**config.mk**
```make
export PLATFORM = sky130hd
export DESIGN_NAME = opb_master
export DESIGN_NICKNAME = d
export VERILOG_FILES = /design/src/rtl/opb_pkg.sv /design/src/rtl/opb_master.sv
export SDC_FILE = /design/constraint.sdc
export NUM_CORES = 1
export LEC_CHECK = 0
export ABC_AREA = 1
export BUFFER_PORTS_ARGS = -buffer_cell sky130_fd_sc_hd__buf_2
export CAP_MARGIN = 5
export CORE_UTILIZATION = 47
export DETAILED_ROUTE_END_ITERATION = 10
export PLACE_DENSITY = 0.8
export SYNTH_ARGS = -nofsm -noshare
export SYNTH_HDL_FRONTEND = slang
export SYNTH_SLANG_ARGS = --single-unit
export TNS_END_PERCENT = 50
```
**constraint.sdc**
```tcl
create_clock -name OPB_CLK -period 4.9 [get_ports OPB_CLK]
set_input_delay 0.98 -clock OPB_CLK [delete_from_list [all_inputs] [get_ports OPB_CLK]]
set_output_delay 0.98 -clock OPB_CLK [all_outputs]
set_load 0.01 [all_outputs]
```
**src/rtl/opb_pkg.sv**
```systemverilog
// opb_pkg: shared OPB address map, master state encoding and bus width
package opb_pkg;
    localparam int OPB_DW = 32;
    localparam logic [OPB_DW-1:0] ADDR_VERSION = 32'd0;
    localparam logic [OPB_DW-1:0] ADDR_ID      = 32'd1;
    localparam logic [OPB_DW-1:0] ADDR_DATE    = 32'd2;
    localparam logic [OPB_DW-1:0] ADDR_SP1     = 32'd3;
    localparam logic [OPB_DW-1:0] ADDR_SP2     = 32'd4;
    typedef enum logic [2:0] {IDLE, WR, RD, RD_WAIT, RSP} state_t;
endpackage

```
**src/rtl/opb_master.sv**
```systemverilog
// opb_master: single-outstanding OPB bus initiator with command/response handshakes
module opb_master
    import opb_pkg::*;
#(
    parameter int RD_LATENCY = 1,
    parameter logic [OPB_DW-1:0] ADDR_LIMIT = 32'h0000_000F
) (
    input  logic              OPB_CLK,
    input  logic              OPB_RST,
    input  logic              cmd_valid,
    output logic              cmd_ready,
    input  logic              cmd_write,
    input  logic [OPB_DW-1:0] cmd_addr,
    input  logic [OPB_DW-1:0] cmd_wdata,
    output logic              rsp_valid,
    input  logic              rsp_ready,
    output logic [OPB_DW-1:0] rsp_rdata,
    output logic              rsp_err,
    output logic [OPB_DW-1:0] OPB_ADDR,
    output logic [OPB_DW-1:0] OPB_WDATA,
    output logic              OPB_RE,
    output logic              OPB_WE,
    input  logic [OPB_DW-1:0] OPB_RDATA,
    output logic              busy,
    output logic [15:0]       txn_count
);
    localparam logic [1:0] WAIT_INIT = 2'(RD_LATENCY - 1);

    state_t state, state_nxt;
    logic [1:0] wait_cnt;
    logic accept, bad_addr;

    assign cmd_ready = (state == IDLE) & ~OPB_RST;
    assign accept    = cmd_valid & cmd_ready;
    assign bad_addr  = cmd_addr > ADDR_LIMIT;
    assign OPB_WE    = state == WR;
    assign OPB_RE    = state == RD;
    assign rsp_valid = state == RSP;
    assign busy      = state != IDLE;

    always_ff @(posedge OPB_CLK or posedge OPB_RST)
        if (OPB_RST) state <= IDLE;
        else state <= state_nxt;

    always_comb begin
        state_nxt = state;
        case (state)
            IDLE:    if (accept) state_nxt = bad_addr ? RSP : (cmd_write ? WR : RD);
            WR:      state_nxt = RSP;
            RD:      state_nxt = RD_WAIT;
            RD_WAIT: if (wait_cnt == 2'd0) state_nxt = RSP;
            RSP:     if (rsp_ready) state_nxt = IDLE;
            default: state_nxt = IDLE;
        endcase
    end

    // Rejected commands skip the bus and never count as transactions
    always_ff @(posedge OPB_CLK or posedge OPB_RST)
        if (OPB_RST) begin
            OPB_ADDR  <= '0;
            OPB_WDATA <= '0;
            rsp_rdata <= '0;
            rsp_err   <= 1'b0;
            wait_cnt  <= 2'd0;
            txn_count <= 16'd0;
        end else begin
            if (accept && bad_addr) begin
                rsp_err   <= 1'b1;
                rsp_rdata <= '0;
            end
            if (accept && !bad_addr) OPB_ADDR <= cmd_addr;
            if (accept && !bad_addr && cmd_write) OPB_WDATA <= cmd_wdata;
            if (state == WR) begin
                rsp_err   <= 1'b0;
                rsp_rdata <= '0;
            end
            if (state == RD) wait_cnt <= WAIT_INIT;
            if (state == RD_WAIT && wait_cnt == 2'd0) begin
                rsp_rdata <= OPB_RDATA;
                rsp_err   <= 1'b0;
            end
            if (state == RD_WAIT && wait_cnt != 2'd0) wait_cnt <= wait_cnt - 2'd1;
            if (state == RSP && rsp_ready && !rsp_err) txn_count <= txn_count + 16'd1;
        end
endmodule
```
* After elaboration in Yosys (flattened, before gate mapping)
Cells that the tools add are included.
W data, S select, Z words.
** Word-level totals
- Register bits :: 118
- Bits of input ports :: 101
- Output and inout bits :: 118
** Operators by class
- Mux-type cells :: 14
- Equal/unequal tests :: 7
- Order comparisons :: 1
- Reduce and logical (&&, ||, !) cells :: 16
- Add/sub/neg operators :: 2
- Bitwise operators :: 3
** Operator list (number)
- $mux W32 :: 3
- $gt A32 B4 Y1 const B :: 1
- $add A16 B1 Y16 const B :: 1
- $pmux W3 S5 :: 1
- $mux W3 :: 4
- $logic_and A1 B1 Y1 :: 7
- $eq A3 B2 Y1 const B :: 2
- $mux W2 :: 3
- $reduce_bool A3 Y1 :: 2
- $ne A2 B2 Y1 const B :: 2
- $reduce_bool A2 Y1 :: 2
- $eq A3 B1 Y1 const B :: 1
- $eq A3 B3 Y1 const B :: 1
- $logic_not A3 Y1 :: 1
- $mux W1 :: 3
- $reduce_and A3 Y1 :: 1
- $and A1 B1 Y1 :: 2
- $logic_not A1 Y1 :: 2
- $logic_not A2 Y1 :: 1
- $ne A2 B1 Y1 const B :: 1
- $sub A2 B1 Y2 const B :: 1
- $not A1 Y1 :: 1

* Logic depth before layout (Yosys ltp)
- Word-level depth :: 7
- Depth in mapped cells :: 10
- Depth with buffers taken out :: 9

* Least setup slack after synthesis
OpenSTA, ideal clock, no wires.
- Path type :: input to output
- From :: input OPB_RST
- To :: output cmd_ready
- Slack :: 2.771 ns
- Data arrival time :: 1.149 ns
- Stages on the path :: 1
- Path buffers :: 0
- Cell sequence :: nor2_1
** Between the ends
- Longest elaborated chain between the ends :: 2
** Ends and longest elaborated chain
- start, declared :: line opb_master.sv:9 : input logic OPB_RST,
- $not A1 Y1 :: line opb_master.sv:33 : assign cmd_ready = (state == IDLE) & ~OPB_RST;
- $and A1 B1 Y1 :: line opb_master.sv:33
- end, declared :: line opb_master.sv:11 : output logic cmd_ready,
No other way between the ends.

* Worst setup path after layout
- From :: input cmd_addr[13]
- To :: register OPB_WDATA[16]
** Between the ends
- Longest elaborated chain between the ends :: 4
** Ends and longest elaborated chain
- start, declared :: line opb_master.sv:13 : input logic [OPB_DW-1:0] cmd_addr,
- $gt A32 B4 Y1 :: line opb_master.sv:35 : assign bad_addr = cmd_addr > ADDR_LIMIT;
- $logic_not A1 Y1 :: line opb_master.sv:72 : if (accept && !bad_addr && cmd_write) OPB_WDATA <= cmd_wdata;
- $logic_and A1 B1 Y1 (2 in a row) :: line opb_master.sv:72
- end signal, assigned :: line opb_master.sv:72
- end, declared :: line opb_master.sv:20 : output logic [OPB_DW-1:0] OPB_WDATA,
No other way between the ends.
A chain may end at the register's enable or synchronous reset.

==> run_results.csv <==
group,metric,value,unit
finish,fin_cells,938,
timing,drv_slew,0,
route,wirelength,12200,um
power_and_ir_drop,power,3.01,mW
yosys,ys.flop_type,"dfrtp_1",
timing,clock_skew,6.24,ps
global_routing,grt-ovfl-total,0,
clock_tree,cts_tree,"built",
timing,rsz0062_at_grt,"no",
timing,hold_ws,465,ps
power_and_ir_drop,ir_worst_vdd,293,uV
timing,fin_tns_setup,0,ps
clock_tree,h-tree-depth,4,
setup_path,critPathLaunchType,"input port",
setup_path,rrSetupSlack,2320,ps
global_routing,grt_pass1_vias,4494,
global_routing,grt_pass1_wl,20300,um
clock_tree,cts_hold_buf,0,
global_routing,grtUsageMet2,40.4,%
placement,place.gp.congestion,0.859,
clock_tree,insertion_delay,510,ps
timing,final_hold_viol_count,0,
power_and_ir_drop,powerDensity,445,nW/um^2
setup_path,path_max_fanout,35,
global_routing,grt_use_met1,27.6,%
timing,fmax,0.367,GHz
finish,mostFrequentLayoutCells,"218 x buf_2, 185 x nand2_1, 118 x dfrtp_1",
min_path,hp-class,"reg2reg",
floorplanning,fp.dieH,105,um
finish,layout_commonest_cell,"buf_2",
setup_path,worstPathArrival,3120,ps
yosys,synth_seq_cells,118,
yosys,synth.cell_area,4950,um^2
timing,relSlewSlack,26.3,%
setup_path,cp.required,5290,ps
route,drc,0,
floorplanning,die_w,105,um
floorplanning,rows,37,
yosys,yosysWarnings,0,
setup_path,worstReg2RegEnd,"OPB_WDATA[16]",
timing,post-route-min-period,2730,ps
route,drtPass1Iterations,4,
route,drt-wirelength-per-cell,13.0,um
route,num_vias,4606,
floorplanning,die_area,11000,um^2
min_path,holdPathStages,2,
global_routing,grt_util_met3,6.55,%
timing,period_share,55.7,%
finish,nets,892,
setup_path,r2r_start,"state[0]",
route,drtIter0Drc,228,
floorplanning,core,10300,um^2
yosys,ys_top_cells_by_area,"dfrtp_1 60%, nand2_1 14%, nor2_1 4.9%",
floorplanning,io_pins,219,
global_routing,antenna_found_initial,0,
min_path,hp-start,"OPB_WDATA[11]",
min_path,hold_end,"OPB_WDATA[11]",
finish,final_core_util,65.8,%
yosys,synth_cell_types,25,
setup_path,crit_path_end_kind,"register",
yosys,synth_cells,573,
yosys,synth_seq_area_share,59.6,%
clock_tree,numCtsBuffers,17,
clock_tree,clock_sinks,118,
status,outcome,"completed",
power_and_ir_drop,power.leakage,4.02,nW
timing,setup_viol,0,
job,cap_violations,0,
clock_tree,cts_setup_buffers,0,
route,ant_nets,0,
yosys,syn_area_per_cell,8.64,um^2
clock_tree,ctsResizeCount,0,
yosys,synth_nets,676,
global_routing,grt_busiest_layer,"met2",
clock_tree,clkTransAtPathRegs,60,ps
clock_tree,clockBufferDepth,2,
timing,tightestPinTransition,1100,ps
placement,placed_cells,906,
yosys,synth_edf_count,0,
setup_path,reg2reg_depth,7,
floorplanning,initial_core_util,48.2,%
finish,area_growth,36.5,%
global_routing,grtUsageTotal,23.4,%
setup_path,critical_path_class,"in2reg",
placement,port_buffers,218,
global_routing,grt_max_degree,74,
finish,drive_gt1_share,32.9,%
placement,dp_hpwl,8610,um
route,via_per_inst,4.91,
yosys,synth_top_area_share,59.6,%
finish,antenna_cells,0,
yosys,postSynth.asyncResetShare,100,%
yosys,yosysTopAreaCell,"dfrtp_1",
clock_tree,cts-root-buf,"clkbuf_8",
==> flip-flops by register name, indices dropped and copies added, names as in the netlist <==
name,cells
OPB_ADDR,32
txn_count,16
rsp_err,1
wait_cnt,2
state,3
rsp_rdata,32
OPB_WDATA,32
==> metal layers <==
metal  wire [um]  vias up
met1        5000     2165
met4         232        0
met2        6130      187
met5           0        -
li1            -     2227
met3         827       27
==> synth_stat cells (all sizes together), types with 2 or more instances <==
cell	n
nor2	67
o21ai	5
inv	64
nand4	38
nand3	45
xnor2	6
nand2	186
buf	7
ha	2
nor3	5
clkbuf	19
xor2	6
dfrtp	118
==> final cells by class <==
cell class | instances | area [um^2]
Timing Repair Buffer | 223 | 1130
Sequential cell | 118 | 2950
Fill cell | 859 | 3520
Inverter | 64 | 243
Clock buffer | 18 | 428
Multi-Input combinational cell | 365 | 1660
Clock inverter | 14 | 174
Tap cell | 136 | 170
==> worst max-delay path by stage <==
stage                                to  slack, ps          from
after CTS                 OPB_WDATA[16]       2160  cmd_addr[13]
after global placement     OPB_WDATA[6]       1710  cmd_addr[13]
after detailed placement  OPB_WDATA[16]       1620  cmd_addr[13]
after global routing      OPB_WDATA[30]       1830  cmd_addr[13]
final                     OPB_WDATA[16]       2170  cmd_addr[13]
after floorplan             OPB_ADDR[0]        790       OPB_RST
==> power breakdown <==
group | switching [mW] | total [mW] | internal [mW]
Clock | 0.456 | 1.25 | 0.791
Sequential | 0.0819 | 1.17 | 1.09
Combinational | 0.375 | 0.591 | 0.215
==> per-stage QoR <==
stage | setup WS, ps | instance area (um^2)
floorplan | 791 | 4950
global placement | 1710 | 6160
detailed placement | 1620 | 6160
CTS | 2160 | 6760
global route | 1830 | 6760
finish | 2170 | 6760
==> worst max-delay path, stage by stage <==
cell     delay, ps
buf_2          100
nor2_1         110
nand2_1         80
nor2_1         100
nand2_1         90
nor2_2         110
buf_4          320
nand3_1        850
nand2_1        280
nand2_1         80
==> cell families after synthesis <==
group	synth area share (%)
AO/OA/AOI/OAI	0.909
XOR/XNOR	2.12
adder cells (fa/ha/maj)	0.505
buffers and inverters	7.05
flip-flops	59.6
AND/OR/NAND/NOR	29.8
Note: power is estimated with default switching activity, not from simulation.
